==> config.mk <==
export PLATFORM = sky130hd
export DESIGN_NAME = seg7_readback_decoder_flat
export DESIGN_NICKNAME = d
export VERILOG_FILES = /design/src/rtl/seg7_readback_decoder_if.sv /design/src/rtl/seg7_readback_decoder.sv /design/src/flat_wrapper.sv
export SDC_FILE = /design/constraint.sdc
export NUM_CORES = 1
export LEC_CHECK = 0
export ABC_AREA = 1
export ABC_CLOCK_PERIOD_IN_PS = 4700
export BUFFER_PORTS_ARGS = -buffer_cell sky130_fd_sc_hd__buf_4
export CAP_MARGIN = 20
export CORE_ASPECT_RATIO = 1.5
export CORE_MARGIN = 2
export CORE_UTILIZATION = 63
export CTS_CLUSTER_DIAMETER = 60
export DETAILED_ROUTE_END_ITERATION = 16
export PLACE_DENSITY = 0.87
export SYNTH_ARGS = -nofsm -noshare
export SYNTH_HDL_FRONTEND = slang
export SYNTH_SLANG_ARGS = --single-unit
==> constraint.sdc <==
create_clock -name clk -period 4.7 [get_ports clk]
set_clock_uncertainty 0.1 [all_clocks]
set_input_delay 0.94 -clock clk [delete_from_list [all_inputs] [get_ports clk]]
set_output_delay 0.94 -clock clk [all_outputs]
set_load 0.03 [all_outputs]
==> src/rtl/seg7_readback_decoder_if.sv <==
// seg7_readback_decoder_if: segment buses toward the decoder, decoded value back
interface seg7_readback_decoder_if;
  logic [6:0] dig1;
  logic [6:0] dig2;
  logic [5:0] value;
  logic       valid;
  logic       error;
  modport master (output dig1, dig2, input value, valid, error);
  modport slave  (input dig1, dig2, output value, valid, error);
endinterface

==> src/rtl/seg7_readback_decoder.sv <==
// seg7_readback_decoder: debounces a two-digit 7-seg pair and decodes it to a signed value
// Build option SEG_ACTIVE_LOW_EN: segment buses are active-low (common-anode)
module seg7_readback_decoder #(
  parameter int STABLE_CYCLES = 4
) (
  input logic                    clk,
  input logic                    rst,
  seg7_readback_decoder_if.slave bus
);
  typedef enum logic {SETTLE, LOCKED} state_t;
  state_t      r_state, w_state_nxt;
  logic [13:0] r_sample, w_pair;
  logic [7:0]  r_cnt, w_cnt_nxt;
  logic [5:0]  r_value, w_mag, w_val;
  logic        r_valid, r_error, r_pub;
  logic        w_match, w_decode, w_legal, w_publish, w_ones_ok, w_tens_ok, w_neg;
  logic [3:0]  w_ones;
`ifdef SEG_ACTIVE_LOW_EN
  assign w_pair = ~{bus.dig1, bus.dig2};
`else
  assign w_pair = {bus.dig1, bus.dig2};
`endif
  assign w_match = w_pair == r_sample;
  always_comb begin
    w_ones_ok = 1'b1;
    w_ones    = 4'd0;
    case (w_pair[6:0])
      7'h3F: w_ones = 4'd0;
      7'h06: w_ones = 4'd1;
      7'h5B: w_ones = 4'd2;
      7'h4F: w_ones = 4'd3;
      7'h66: w_ones = 4'd4;
      7'h6D: w_ones = 4'd5;
      7'h7D: w_ones = 4'd6;
      7'h07: w_ones = 4'd7;
      7'h7F: w_ones = 4'd8;
      7'h6F: w_ones = 4'd9;
      default: w_ones_ok = 1'b0;
    endcase
  end
  assign w_neg     = w_pair[13:7] == 7'h40;
  assign w_tens_ok = w_pair[13:7] inside {7'h00, 7'h3F, 7'h06, 7'h40};
  assign w_mag     = (w_pair[13:7] == 7'h06 ? 6'd10 : 6'd0) + 6'(w_ones);
  assign w_val     = w_neg ? -w_mag : w_mag;
  // a lone minus sign in front of zero is not a glyph the encoder produces
  assign w_legal   = w_ones_ok && w_tens_ok && !(w_neg && w_ones == 4'd0);
  always_comb begin
    w_state_nxt = r_state;
    w_cnt_nxt   = r_cnt;
    w_decode    = 1'b0;
    if (!w_match) begin
      w_state_nxt = SETTLE;
      w_cnt_nxt   = '0;
    end else if (r_state == SETTLE) begin
      w_cnt_nxt = r_cnt + 8'd1;
      if (w_cnt_nxt == 8'(STABLE_CYCLES)) begin
        w_state_nxt = LOCKED;
        w_decode    = 1'b1;
      end
    end
  end
  assign w_publish = w_decode && w_legal && (w_val != r_value || !r_pub || r_error);
  always_ff @(posedge clk) begin
    if (rst) begin
      r_state  <= SETTLE;
      r_cnt    <= '0;
      r_sample <= '0;
      r_value  <= '0;
      r_valid  <= 1'b0;
      r_error  <= 1'b0;
      r_pub    <= 1'b0;
    end else begin
      r_state  <= w_state_nxt;
      r_cnt    <= w_cnt_nxt;
      r_sample <= w_pair;
      r_valid  <= w_publish;
      if (w_publish) begin
        r_value <= w_val;
        r_pub   <= 1'b1;
      end
      if (w_decode) r_error <= !w_legal;
    end
  end
  assign bus.value = r_value;
  assign bus.valid = r_valid;
  assign bus.error = r_error;
endmodule
==> src/flat_wrapper.sv <==
// flat-port wrapper written by rule: the top's interface ports become plain ports
module seg7_readback_decoder_flat 
#(
  parameter int STABLE_CYCLES = 4
)
  (clk, rst, bus_dig1, bus_dig2, bus_value, bus_valid, bus_error);
  seg7_readback_decoder_if bus_i ();
  input logic clk;
  input logic rst;
  input wire logic [$bits(bus_i.dig1)-1:0] bus_dig1;
  input wire logic [$bits(bus_i.dig2)-1:0] bus_dig2;
  output wire logic [$bits(bus_i.value)-1:0] bus_value;
  output wire logic [$bits(bus_i.valid)-1:0] bus_valid;
  output wire logic [$bits(bus_i.error)-1:0] bus_error;
  assign bus_i.dig1 = bus_dig1;
  assign bus_i.dig2 = bus_dig2;
  assign bus_value = bus_i.value;
  assign bus_valid = bus_i.valid;
  assign bus_error = bus_i.error;
  seg7_readback_decoder #(.STABLE_CYCLES(STABLE_CYCLES)) u_core (.clk(clk), .rst(rst), .bus(bus_i));
endmodule
==> metrics.md <==
| Metric | Value |
|---|---|
| Crit. End Element | `flop` |
| DP HPWL | `3296 um` |
| Area after DPL | `0.002291 sq mm` |
| Inserted Clock Buffers | `5` |
| WL met2 | `2231 um` |
| CTS max path bufs | `2` |
| Post_cts resized | `0` |
| Synthesized flop and latch total | `32` |
| Post-synth top area cell | `dfxtp_1` |
| Die Ht | `74.37 um` |
| Count of cell types in the netlist | `26` |
| Final setup TNS | `0 ns` |
| Share of cells above drive strength 1 | `19.72%` |
| Status | `complete, no violations` |
| WP data arrival | `3.32 ns` |
| Post-synthesis compound-gate area fraction | `4.753%` |
| Clock Latency Late Sink | `0.28 ns` |
| Pwr per Cell Area | `233.9 mW/mm^2` |
| Vias in the first global route | `1966` |
| Filler cells | `280` |
| Syn Area/Cell | `6.264 sq um` |
| Most frequent cells in the layout | `nand2_1 (86), nor2_1 (49), inv_1 (49)` |
| First-pass GRT wire length | `7569 um` |
| Post-synth top area share | `30.81%` |
| Mux share of post-synthesis cell area | `0%` |
| Total GRT Usage | `26.15%` |
| Area of the multi-input gates | `0.001214 sq mm` |
| Synthesized instance count | `332` |
| Row count | `25` |
| Post-Synth XOR/XNOR Area | `4.633%` |
| Final #Nets | `381` |
| Mapped cell area | `0.002079 sq mm` |
| Critical path class | `input port to flop` |
| I/O Pins | `24` |
| CTS HTree Levels | `2` |
| Fmax | `0.3089 GHz` |
| Final instance area | `0.002384 sq mm` |
| Clk pin slew, worst setup/hold paths | `0.06 ns` |
| Cell Chain, Critical Path | `buf_4, inv_2, nand2_1, inv_1, nand2_1, nand2_1, nor2_2, inv_1, ha_1, inv_1, ha_1, xor2_1, nand2_1, nand2_1, nand2_1, nand2_1, nor2_1, nand2_1, nor2_2, nand3_2, nand2_4, nand2_1, nand2_1, nor2_2` |
| Register Area | `640.6 sq um` |
| Pleak | `1.263 nW` |
| CP bufs+invs | `5` |
| Final min period | `3.237 ns` |
| Max_slew headroom | `77.85%` |
| Hold_ws | `0.3683 ns` |
| CTS tree | `yes` |
| Critical-path top delay cell | `ha_1` |
| Final Wtd Congestion | `0.9296` |
| Post-route DRC | `0` |
| Routed WL per cell | `10.54 um` |
| Worst hold path class | `flop to flop` |
| Synth Area in Adders | `3.610%` |
| Initial core utilization | `65.82%` |
| Die X | `50.91 um` |
| Number of diodes | `0` |
| Highest Signal Layer | `met4` |
| Grt ovf | `0` |
| Peak VDD IR | `0.0002838 V` |
| CP most frequent cell | `nand2_1` |
| Clk sink count | `32` |
| Largest delay share family, worst path | `simple AND/OR/NAND/NOR gates` |
| Synth Warn # | `0` |
| Routed WL | `4216 um` |
| Setup bufs post-CTS | `0` |
| Critical Path RT | `4.78 ns` |
| Final Cycle Share | `68.88%` |
| Largest net degree at the start of global routing | `19` |
| Post-synthesis sequential area ratio | `30.81%` |
| DR vias/cell | `5.033` |
| CTS Root Cell | `clkbuf_8` |
| WL met3 | `123 um` |
| Fin util | `75.45%` |
| Max_cap viols | `0` |
| Critical Path Start Type | `input port` |
| Antenna violations before repair | `0` |
| Worst Max-Slew Pin Slew | `0.3315 ns` |
| Main combinational cell family by area after synthesis | `simple AND/OR/NAND/NOR gates` |
| Most common cell after layout, fill and taps aside | `nand2_1` |
| First-pass DRT Iterations | `4` |
| IO buf count | `23` |
| Final setup violation count | `0` |
| Slowest stage delay, CP | `0.31 ns` |
| Post-synth net total | `354` |
| Fin. max-slew vios | `0` |
| Endpoints failing hold | `0` |
| 1st-iter DRT viols | `43` |
| Crit-path max FO | `8` |
| RSZ-0062 raised after global routing | `false` |
| Core Box Area | `0.003159 sq mm` |
| Area Growth Syn to Fin | `14.62%` |
| Simple logic cell fraction of the synthesized area | `45.37%` |
| Metal1 wirelength | `1722 um` |
| Hold-fix buffers, CTS | `0` |
| Top cells by area, synth | `dfxtp_1 (31%), nand2_1 (16%), inv_1 (8.8%)` |
| Antenna Nets Post-Route | `0` |
| Design Power | `0.0005574 W` |
| Die ar. | `0.003786 sq mm` |
| DR vias | `2013` |
-- worst paths after layout --
kind	from	depth (start not counted)	slack (ns)	to
min reg2reg	u_core.r_pub$_SDFFE_PP0P_	2	0.37	u_core.r_pub$_SDFFE_PP0P_
max	bus_dig2[6]	24	1.46	u_core.bus.value[1]$_SDFFE_PP0P_
max reg2reg	u_core.r_cnt[0]$_SDFFE_PP0N_	11	2.58	u_core.bus.value[1]$_SDFFE_PP0P_
min	u_core.r_pub$_SDFFE_PP0P_	2	0.37	u_core.r_pub$_SDFFE_PP0P_
-- metal layers --
metal	vias to the layer above	GRT usage, %
met5	-	0
met4	0	14.71
met3	16	5.622
met2	36	50.65
met1	894	24.81
li1	1067	-
-- stage by stage --
stage | worst slack, ns | cells
2_1_floorplan | 1.603 | 332
3_3_place_gp | 1.267 | 392
3_5_place_dp | 1.214 | 392
4_1_cts | 1.488 | 400
5_1_grt | 1.161 | 400
6_report | 1.463 | 400
-- synthesized netlist by cell type --
| library cell | count |
|---|---|
| nor3_2 | 1 |
| xor2_1 | 7 |
| o22ai_1 | 1 |
| a21oi_1 | 11 |
| inv_1 | 49 |
| nor2_2 | 11 |
| nand3_2 | 3 |
| nand2_4 | 1 |
| nand4_1 | 6 |
| nand2_2 | 9 |
| or2_2 | 4 |
| nand3_1 | 22 |
| a22oi_1 | 1 |
| nand3b_1 | 3 |
| clkinv_1 | 1 |
| ha_1 | 6 |
| nor2_4 | 2 |
| o21ai_0 | 6 |
| inv_2 | 7 |
| xnor2_1 | 4 |
| and2_4 | 2 |
| nor2_1 | 49 |
| dfxtp_1 | 32 |
| clkbuf_1 | 3 |
| nand2_1 | 86 |
| nor3_1 | 5 |
-- power by group --
part	internal, W	switching [W]	leakage (nW)
logic	0.0000260	0.0000359	0.950
registers	0.000278	0.00000278	0.262
clock network	0.000117	0.0000985	0.0510
-- logic make-up after synthesis --
family                     after synthesis
AOI/OAI and AO/OA                       19
xor gates and xnor gates                11
adders and majority gates                6
buffers and inverters                   60
and+or+nand+nor                        204
DFF                                     32
-- cell type report --
class / instances / share of cell area [%]
Clock buffer: 6 / 3.465
Clock inverter: 2 / 0.4199
Inverter: 57 / 8.976
Multi-Input combinational cell: 240 / 50.92
Sequential cell: 32 / 26.88
Tap cell: 40 / 2.100
Timing Repair Buffer: 23 / 7.244
-- worst register-to-register path, stage by stage, from the launching register on --
cell     delay (ns)
dfxtp_1        0.37
ha_1           0.20
nand3_1        0.13
nor2_1         0.13
xor2_1         0.09
nor2_1         0.10
nand3_1        0.10
nor3_1         0.28
and2_4         0.25
nand2_4        0.09
nor2_1         0.14
nor2_2         0.05
-- flip-flops by register name, summed over array words and instances, names as in the netlist --
name and flops:
u_core.r_pub 1, u_core.r_sample 14, u_core.r_state 1, u_core.bus.value 6, u_core.bus.error 1, u_core.r_cnt 8, u_core.bus.valid 1
No activity file was read; power rests on OpenSTA's default activity.
